## src/rtl/common.sv

```systemverilog
// Shared types and constants for the multiply/divide unit.
// Holds the request bundle, op and FSM enums, and helpers.
package common;

  localparam int XLEN       = 64;
  localparam int MDU_ITER64 = 64;
  localparam int MDU_ITER32 = 32;

  typedef logic [63:0] u64;

  typedef enum logic [1:0] {
    OP_MUL = 2'd0,
    OP_DIV = 2'd1,
    OP_REM = 2'd2
  } mul_op_t;

  typedef struct packed {
    logic    dw;
    mul_op_t op;
    u64      ia;
    u64      ia_orig;
    u64      ib;
  } mbus_req_t;

  typedef enum logic [2:0] {
    S_IDLE,
    S_MUL,
    S_DIV,
    S_FIX,
    S_DONE
  } mdu_state_t;

  // 32-bit results are sign-extended from bit 31
  function automatic u64 fn_fit(input u64 x, input logic dw);
    return dw ? x : {{32{x[31]}}, x[31:0]};
  endfunction

  // magnitude of an N-bit operand, zero-extended to 64 bits
  function automatic u64 fn_mag(input u64 x, input logic dw,
                                input logic neg);
    u64 v;
    v = neg ? -x : x;
    return dw ? v : {32'h0, v[31:0]};
  endfunction

endpackage

```

## src/rtl/mdu_divider.sv

```systemverilog
// Radix-2 restoring divider on unsigned magnitudes.
// One quotient bit per cycle; 64 or 32 iterations.
module mdu_divider
  import common::*;
(
  input  logic clk,
  input  logic resetn,
  input  logic i_start,
  input  logic i_abort,
  input  logic i_dw,
  input  u64   i_dividend,
  input  u64   i_divisor,
  output logic o_last,
  output u64   o_quo,
  output u64   o_rem
);

  logic       r_busy;
  logic       r_dw;
  logic [6:0] r_cnt;
  u64         r_quo;
  u64         r_rem;
  u64         r_dvs;

  logic [64:0] w_sh;
  logic [64:0] w_diff;
  logic        w_ge;
  logic [6:0]  w_last_cnt;
  logic        w_unused;

  // remainder stays below the divisor, so the
  // shifted trial never exceeds 65 bits
  assign w_sh       = {r_rem, r_quo[63]};
  assign w_diff     = w_sh - {1'b0, r_dvs};
  assign w_ge       = ~w_diff[64];
  assign w_last_cnt = r_dw ? 7'(MDU_ITER64 - 1)
                           : 7'(MDU_ITER32 - 1);
  assign o_last     = r_busy & (r_cnt == w_last_cnt);
  assign o_quo      = r_quo;
  assign o_rem      = r_rem;
  assign w_unused   = w_sh[64];

  // load operands on start, then shift one quotient bit per cycle
  always_ff @(posedge clk) begin
    if (!resetn) begin
      r_busy <= 1'b0;
      r_dw   <= 1'b0;
      r_cnt  <= '0;
      r_quo  <= '0;
      r_rem  <= '0;
      r_dvs  <= '0;
    end else if (i_abort) begin
      r_busy <= 1'b0;
      r_cnt  <= '0;
    end else if (i_start) begin
      r_busy <= 1'b1;
      r_dw   <= i_dw;
      r_cnt  <= '0;
      r_rem  <= '0;
      r_dvs  <= i_divisor;
      // 32-bit dividend is left-aligned so bit 63 is always next
      r_quo  <= i_dw ? i_dividend
                     : {i_dividend[31:0], 32'h0};
    end else if (r_busy) begin
      r_rem <= w_ge ? w_diff[63:0] : w_sh[63:0];
      r_quo <= {r_quo[62:0], w_ge};
      r_cnt <= r_cnt + 7'd1;
      if (o_last) r_busy <= 1'b0;
    end
  end

endmodule

```

## src/rtl/mdu.sv

```systemverilog
// Multiply/divide unit: FSM, sign handling, multiplier.
// MDU_FAST_MUL_EN selects a single-cycle array multiplier.
module mdu
  import common::*;
#(
  parameter int XLEN = common::XLEN
) (
  input  logic      clk,
  input  logic      resetn,
  input  logic      req_valid,
  input  mbus_req_t req,
  input  logic      req_signed,
  output logic      req_ready,
  input  logic      flush,
  output logic      resp_valid,
  output u64        resp_data,
  input  logic      resp_ready
);

  mdu_state_t r_state;
  mul_op_t    r_op;
  logic       r_dw;
  logic       r_neg_q;
  logic       r_neg_r;
  logic       r_resp_valid;
  u64         r_resp_data;

  logic [XLEN-1:0] w_a_lo;
  logic [XLEN-1:0] w_b_lo;
  logic [XLEN-1:0] w_a_mag;
  logic [XLEN-1:0] w_b_mag;
  logic [XLEN-1:0] w_min;
  logic [XLEN-1:0] w_ones;
  logic [XLEN-1:0] w_spec;
  logic [XLEN-1:0] w_q;
  logic [XLEN-1:0] w_r;
  logic [XLEN-1:0] w_fix;
  logic            w_a_neg;
  logic            w_b_neg;
  logic            w_b_zero;
  logic            w_ovf;
  logic            w_is_rem;
  logic            w_accept;
  logic            w_div_start;
  logic            w_div_last;
  u64              w_quo;
  u64              w_rem;
  logic            w_unused;

  assign req_ready  = (r_state == S_IDLE) & ~flush;
  assign resp_valid = r_resp_valid;
  assign resp_data  = r_resp_data;
  assign w_accept   = req_valid & req_ready;
  assign w_unused   = ^req.ia_orig;

  assign w_a_lo  = req.dw ? req.ia : {32'h0, req.ia[31:0]};
  assign w_b_lo  = req.dw ? req.ib : {32'h0, req.ib[31:0]};
  assign w_a_neg = req_signed &
                   (req.dw ? req.ia[63] : req.ia[31]);
  assign w_b_neg = req_signed &
                   (req.dw ? req.ib[63] : req.ib[31]);
  assign w_a_mag = fn_mag(req.ia, req.dw, w_a_neg);
  assign w_b_mag = fn_mag(req.ib, req.dw, w_b_neg);

  assign w_min    = req.dw ? {1'b1, 63'h0}
                           : {32'h0, 1'b1, 31'h0};
  assign w_ones   = req.dw ? {64{1'b1}}
                           : {32'h0, 32'hFFFF_FFFF};
  assign w_b_zero = (w_b_lo == '0);
  assign w_ovf    = req_signed & (w_a_lo == w_min) &
                    (w_b_lo == w_ones);
  assign w_is_rem = (req.op == OP_REM);

  // divide-by-zero and signed overflow skip the iteration
  assign w_spec = w_b_zero
    ? (w_is_rem ? fn_fit(req.ia, req.dw) : {64{1'b1}})
    : (w_is_rem ? 64'h0 : fn_fit(req.ia, req.dw));

  assign w_div_start = w_accept & (req.op != OP_MUL) &
                       ~w_b_zero & ~w_ovf;

  // quotient negated on differing signs, remainder follows dividend
  assign w_q   = r_neg_q ? -w_quo : w_quo;
  assign w_r   = r_neg_r ? -w_rem : w_rem;
  assign w_fix = fn_fit((r_op == OP_REM) ? w_r : w_q, r_dw);

`ifdef MDU_FAST_MUL_EN
  logic [XLEN-1:0] w_fast;
  assign w_fast = fn_fit(req.ia * req.ib, req.dw);
`else
  logic [XLEN-1:0] r_ma;
  logic [XLEN-1:0] r_mb;
  logic [XLEN-1:0] r_acc;
  logic [5:0]      r_mcnt;
  logic [XLEN-1:0] w_acc_nxt;
  logic            w_mlast;
  assign w_acc_nxt = r_acc + (r_mb[0] ? r_ma : '0);
  assign w_mlast   = r_mcnt == (r_dw ? 6'(MDU_ITER64 - 1)
                                     : 6'(MDU_ITER32 - 1));
`endif

  mdu_divider u_div (
    .clk        (clk),
    .resetn     (resetn),
    .i_start    (w_div_start),
    .i_abort    (flush),
    .i_dw       (req.dw),
    .i_dividend (w_a_mag),
    .i_divisor  (w_b_mag),
    .o_last     (w_div_last),
    .o_quo      (w_quo),
    .o_rem      (w_rem)
  );

  // control FSM with registered response and operand state
  always_ff @(posedge clk) begin
    if (!resetn) begin
      r_state      <= S_IDLE;
      r_op         <= OP_MUL;
      r_dw         <= 1'b0;
      r_neg_q      <= 1'b0;
      r_neg_r      <= 1'b0;
      r_resp_valid <= 1'b0;
      r_resp_data  <= '0;
`ifndef MDU_FAST_MUL_EN
      r_ma         <= '0;
      r_mb         <= '0;
      r_acc        <= '0;
      r_mcnt       <= '0;
`endif
    end else if (flush) begin
      r_state      <= S_IDLE;
      r_resp_valid <= 1'b0;
    end else begin
      unique case (r_state)
        S_IDLE: begin
          if (w_accept) begin
            r_op    <= req.op;
            r_dw    <= req.dw;
            r_neg_q <= w_a_neg ^ w_b_neg;
            r_neg_r <= w_a_neg;
            if (req.op == OP_MUL) begin
`ifdef MDU_FAST_MUL_EN
              r_resp_data  <= w_fast;
              r_resp_valid <= 1'b1;
              r_state      <= S_DONE;
`else
              r_ma    <= w_a_lo;
              r_mb    <= w_b_lo;
              r_acc   <= '0;
              r_mcnt  <= '0;
              r_state <= S_MUL;
`endif
            end else if (w_b_zero | w_ovf) begin
              r_resp_data  <= w_spec;
              r_resp_valid <= 1'b1;
              r_state      <= S_DONE;
            end else begin
              r_state <= S_DIV;
            end
          end
        end
        S_MUL: begin
`ifdef MDU_FAST_MUL_EN
          r_state <= S_IDLE;
`else
          r_acc  <= w_acc_nxt;
          r_ma   <= r_ma << 1;
          r_mb   <= r_mb >> 1;
          r_mcnt <= r_mcnt + 6'd1;
          if (w_mlast) begin
            r_resp_data  <= fn_fit(w_acc_nxt, r_dw);
            r_resp_valid <= 1'b1;
            r_state      <= S_DONE;
          end
`endif
        end
        S_DIV: begin
          if (w_div_last) r_state <= S_FIX;
        end
        S_FIX: begin
          r_resp_data  <= w_fix;
          r_resp_valid <= 1'b1;
          r_state      <= S_DONE;
        end
        S_DONE: begin
          if (resp_ready) begin
            r_resp_valid <= 1'b0;
            r_state      <= S_IDLE;
          end
        end
        default: r_state <= S_IDLE;
      endcase
    end
  end

endmodule

```

## config.mk

```make
export PLATFORM = sky130hd
export DESIGN_NAME = mdu
export DESIGN_NICKNAME = d
export VERILOG_FILES = /design/src/rtl/common.sv /design/src/rtl/mdu_divider.sv /design/src/rtl/mdu.sv
export SDC_FILE = /design/constraint.sdc
export NUM_CORES = 2
export LEC_CHECK = 0
export CAP_MARGIN = 20
export CORE_UTILIZATION = 45
export DETAILED_ROUTE_END_ITERATION = 10
export PLACE_DENSITY = 0.65
export SLEW_MARGIN = 20
export SYNTH_ARGS = -nofsm -noshare
export SYNTH_HDL_FRONTEND = slang
export SYNTH_SLANG_ARGS = --single-unit
```

## constraint.sdc

```tcl
create_clock -name clk -period 3.9 [get_ports clk]
set_input_delay 0.78 -clock clk [delete_from_list [all_inputs] [get_ports clk]]
set_output_delay 0.78 -clock clk [all_outputs]
set_load 0.03 [all_outputs]
```

==> results.py <==
metrics = {
    "status": {
        "status": "finished clean",
    },
    "power_and_ir_drop": {
        "total_power_mw": 14.9,
        "p_per_area_nw_per_um2": 332,
        "leakagePower_nw": 17.7,
        "ir_drop_mv": 0.353,
    },
    "sta": {
        "tightest_slew_ns": 1.01,
        "hold_viol_final": 0,
        "min_period_ns": 3.90,
        "finalCritPeriodShare_pct": 99.9,
        "skew_ns": 0.0279,
        "slew_headroom_pct": 32.5,
        "finalMaxSlewViolations": 0,
        "finalSetupViolations": 0,
        "fmax_mhz": 257,
    },
    "place": {
        "dp_hpwl_um": 123000,
        "gp_congestion": 1.08,
        "port_buffers": 202,
        "dp.cells": 6340,
    },
    "die": {
        "core_um2": 77700,
        "rows": 102,
        "die_h_um": 283,
        "io_pins": 267,
        "initial_utilization_pct": 45.6,
        "die-area_um2": 79900,
        "fp.dieW_um": 283,
    },
    "setup_path": {
        "crit_fanout": 9,
        "start_kind": "input pin",
        "worstPathRequired_ns": 4.48,
        "r2r-start": "r_mb[0]",
        "cp-startpoint": "req[169]",
        "crit_arrival_ns": 4.48,
        "setup.worst_path.class": "input pin to flop",
        "cp-end-kind": "flop",
    },
    "global_route": {
        "grt_pass1_wl_um": 230000,
        "grt_use_total_pct": 38.4,
        "grt_pass1_vias": 36086,
        "antenna_found_initial": 1,
        "grt_max_degree": 105,
        "grt_overflow_total": 0,
    },
    "finish": {
        "final_cells": 6460,
        "layout_common_cells": "608 x nand2_1, 592 x buf_4, 513 x a21oi_1, 478 x nor2_1, 468 x dfxtp_1",
        "final_common_cell": "nand2_1",
        "area_growth_pct": 26.8,
        "layout.nets": 5708,
        "drive_gt1_share_pct": 16.7,
    },
    "clocking": {
        "clockRootBuffer": "clkbuf_16",
        "cts_max_level": 2,
        "cts_buffer_depth": 3,
        "numCtsBuffers": 57,
        "postCtsHoldBufs": 0,
        "insertion_delay_ns": 0.66,
        "path_clk_slew_ns": 0.06,
        "numClockSinks": 472,
        "cts_tree": "done",
    },
    "synthesis": {
        "synth_edf_count": 0,
        "synthTopCellsByArea": "dfxtp_1 27%, a21oi_1 7.3%, nand2_1 6.5%",
        "synthArstFlopShare_pct": 0,
        "syn-num-nets": 5185,
        "ys.warnings.count": 0,
        "yosys.area.top_type_share_pct": 26.7,
        "synth_area_per_cell_um2": 7.31,
        "syn-cell-area_um2": 35400,
        "synth_area_leader_cell": "dfxtp_1",
        "netlist_instances": 4848,
        "ys_ff_latch": 472,
        "ys.flop_type": "dfxtp_1",
        "seq_area_frac_synth_pct": 26.7,
        "synth.distinct_cells": 112,
    },
    "min_path": {
        "hp-class": "flop to flop",
        "min_from": "r_mb[16]",
    },
    "route": {
        "via_count": 40010,
        "wire_per_inst_um": 24.6,
        "drt-total-wl_um": 159000,
        "drtIter0Drc": 4402,
        "drc_errors": 0,
        "dr.pass1.iters": 7,
        "antenna_left": 0,
        "vias_per_cell": 6.19,
    },
    "run": {
        "maxCapViolCount": 0,
    },
}
-- kinds of logic after synthesis --
group | count (synthesis) | synth area share (%)
simple gates | 1678 | 22.3
flops | 472 | 26.7
fa+ha+maj | 136 | 4.84
mux | 59 | 1.68
buf+inv | 498 | 5.56
xor+xnor | 367 | 9.11
compound gates | 1638 | 29.8
-- stage by stage --
stage	setup TNS (ns)	worst slack [ns]	hold WS [ns]	area (um^2)	utilization, %
4_1_cts	0	0.00309	0.456	44500	57.3
2_1_floorplan	0	0.0407	0.432	35400	-
3_3_place_gp	-343.23	-1.49	0.440	42500	54.7
3_5_place_dp	-249.19	-1.13	0.447	42500	54.7
6_report	0	0.00446	0.454	44900	57.8
5_1_grt	-0.0424	-0.0239	0.471	44900	57.8
-- synth_stat cells (56+ instances only) --
master	count
xnor2_1	200
nand3_1	116
nor3_1	60
clkbuf_1	307
a21oi_1	520
a211oi_1	73
o31ai_1	66
xor2_1	165
inv_1	123
nor2_1	483
a21o_1	63
dfxtp_1	472
mux2i_1	56
o211ai_1	74
ha_1	134
nand2_1	609
nand4_1	78
a311oi_1	94
a22oi_1	79
o21ai_0	326
and2_1	73
-- critical path: stages --
cell and delay [ns]:
clkdlybuf4s50_1 0.45, or4b_4 0.69, nor4_4 0.50, nand3_1 0.18, o41ai_2 0.27, a41oi_2 0.27, buf_4 0.24, a21o_1 0.35
buf_12 0.23, a311oi_1 0.28, a21oi_1 0.08, nor2_1 0.15
-- repair_timing --
action                                 4_1_cts  5_1_grt
resized for setup                           15       56
setup buffers                                0       11
setup endpoints to repair                  278      100
cloned                                       0        1
pin swaps                                    1       20
endpoints found under the hold margin        0        0
-- worst paths after layout --
| path | slack (ns) | end | cells past startpoint |
|---|---|---|---|
| max | 0.004 | resp_data[12] | 12 |
| min | 0.45 | r_mb[16] | 2 |
| max reg2reg | 0.09 | resp_data[48] | 18 |
| min reg2reg | 0.45 | r_mb[16] | 2 |
-- registers in the layout (all words and copies together), names as in the netlist --
| signal | flops |
|---|---|
| resp_valid | 1 |
| r_acc | 64 |
| u_div.r_dw | 1 |
| r_op | 2 |
| r_neg_r | 1 |
| u_div.o_rem | 64 |
| r_ma | 64 |
| r_dw | 1 |
| r_neg_q | 1 |
| u_div.r_dvs | 64 |
| u_div.o_quo | 64 |
| resp_data | 64 |
| u_div.r_cnt | 7 |
| r_mb | 64 |
| r_state | 3 |
| r_mcnt | 6 |
| u_div.r_busy | 1 |
-- power by group --
group	total [mW]	internal, mW	switching (mW)
combinational	4.04	1.65	2.39
sequential	5.18	5.00	0.179
clock	5.69	3.27	2.42
total	14.9	9.92	4.99
-- routing by layer --
layer	global-route usage, %	routed length (um)	up-vias
met5	0	0	-
li1	-	-	18664
met1	48.8	63400	18901
met4	24.2	11000	0
met2	60.0	70200	2007
met3	6.80	14400	438
-- cell type report --
class	count	area, um^2
diodes	1	2.50
clock buffers	75	1620
clock inverters	32	348
fillers	7389	32800
inverters	125	477
multi-input cells	3878	24400
flip-flops and latches	472	9460
well taps	1040	1300
repair buffers	837	7310
Note: power is estimated with default switching activity, not from simulation.
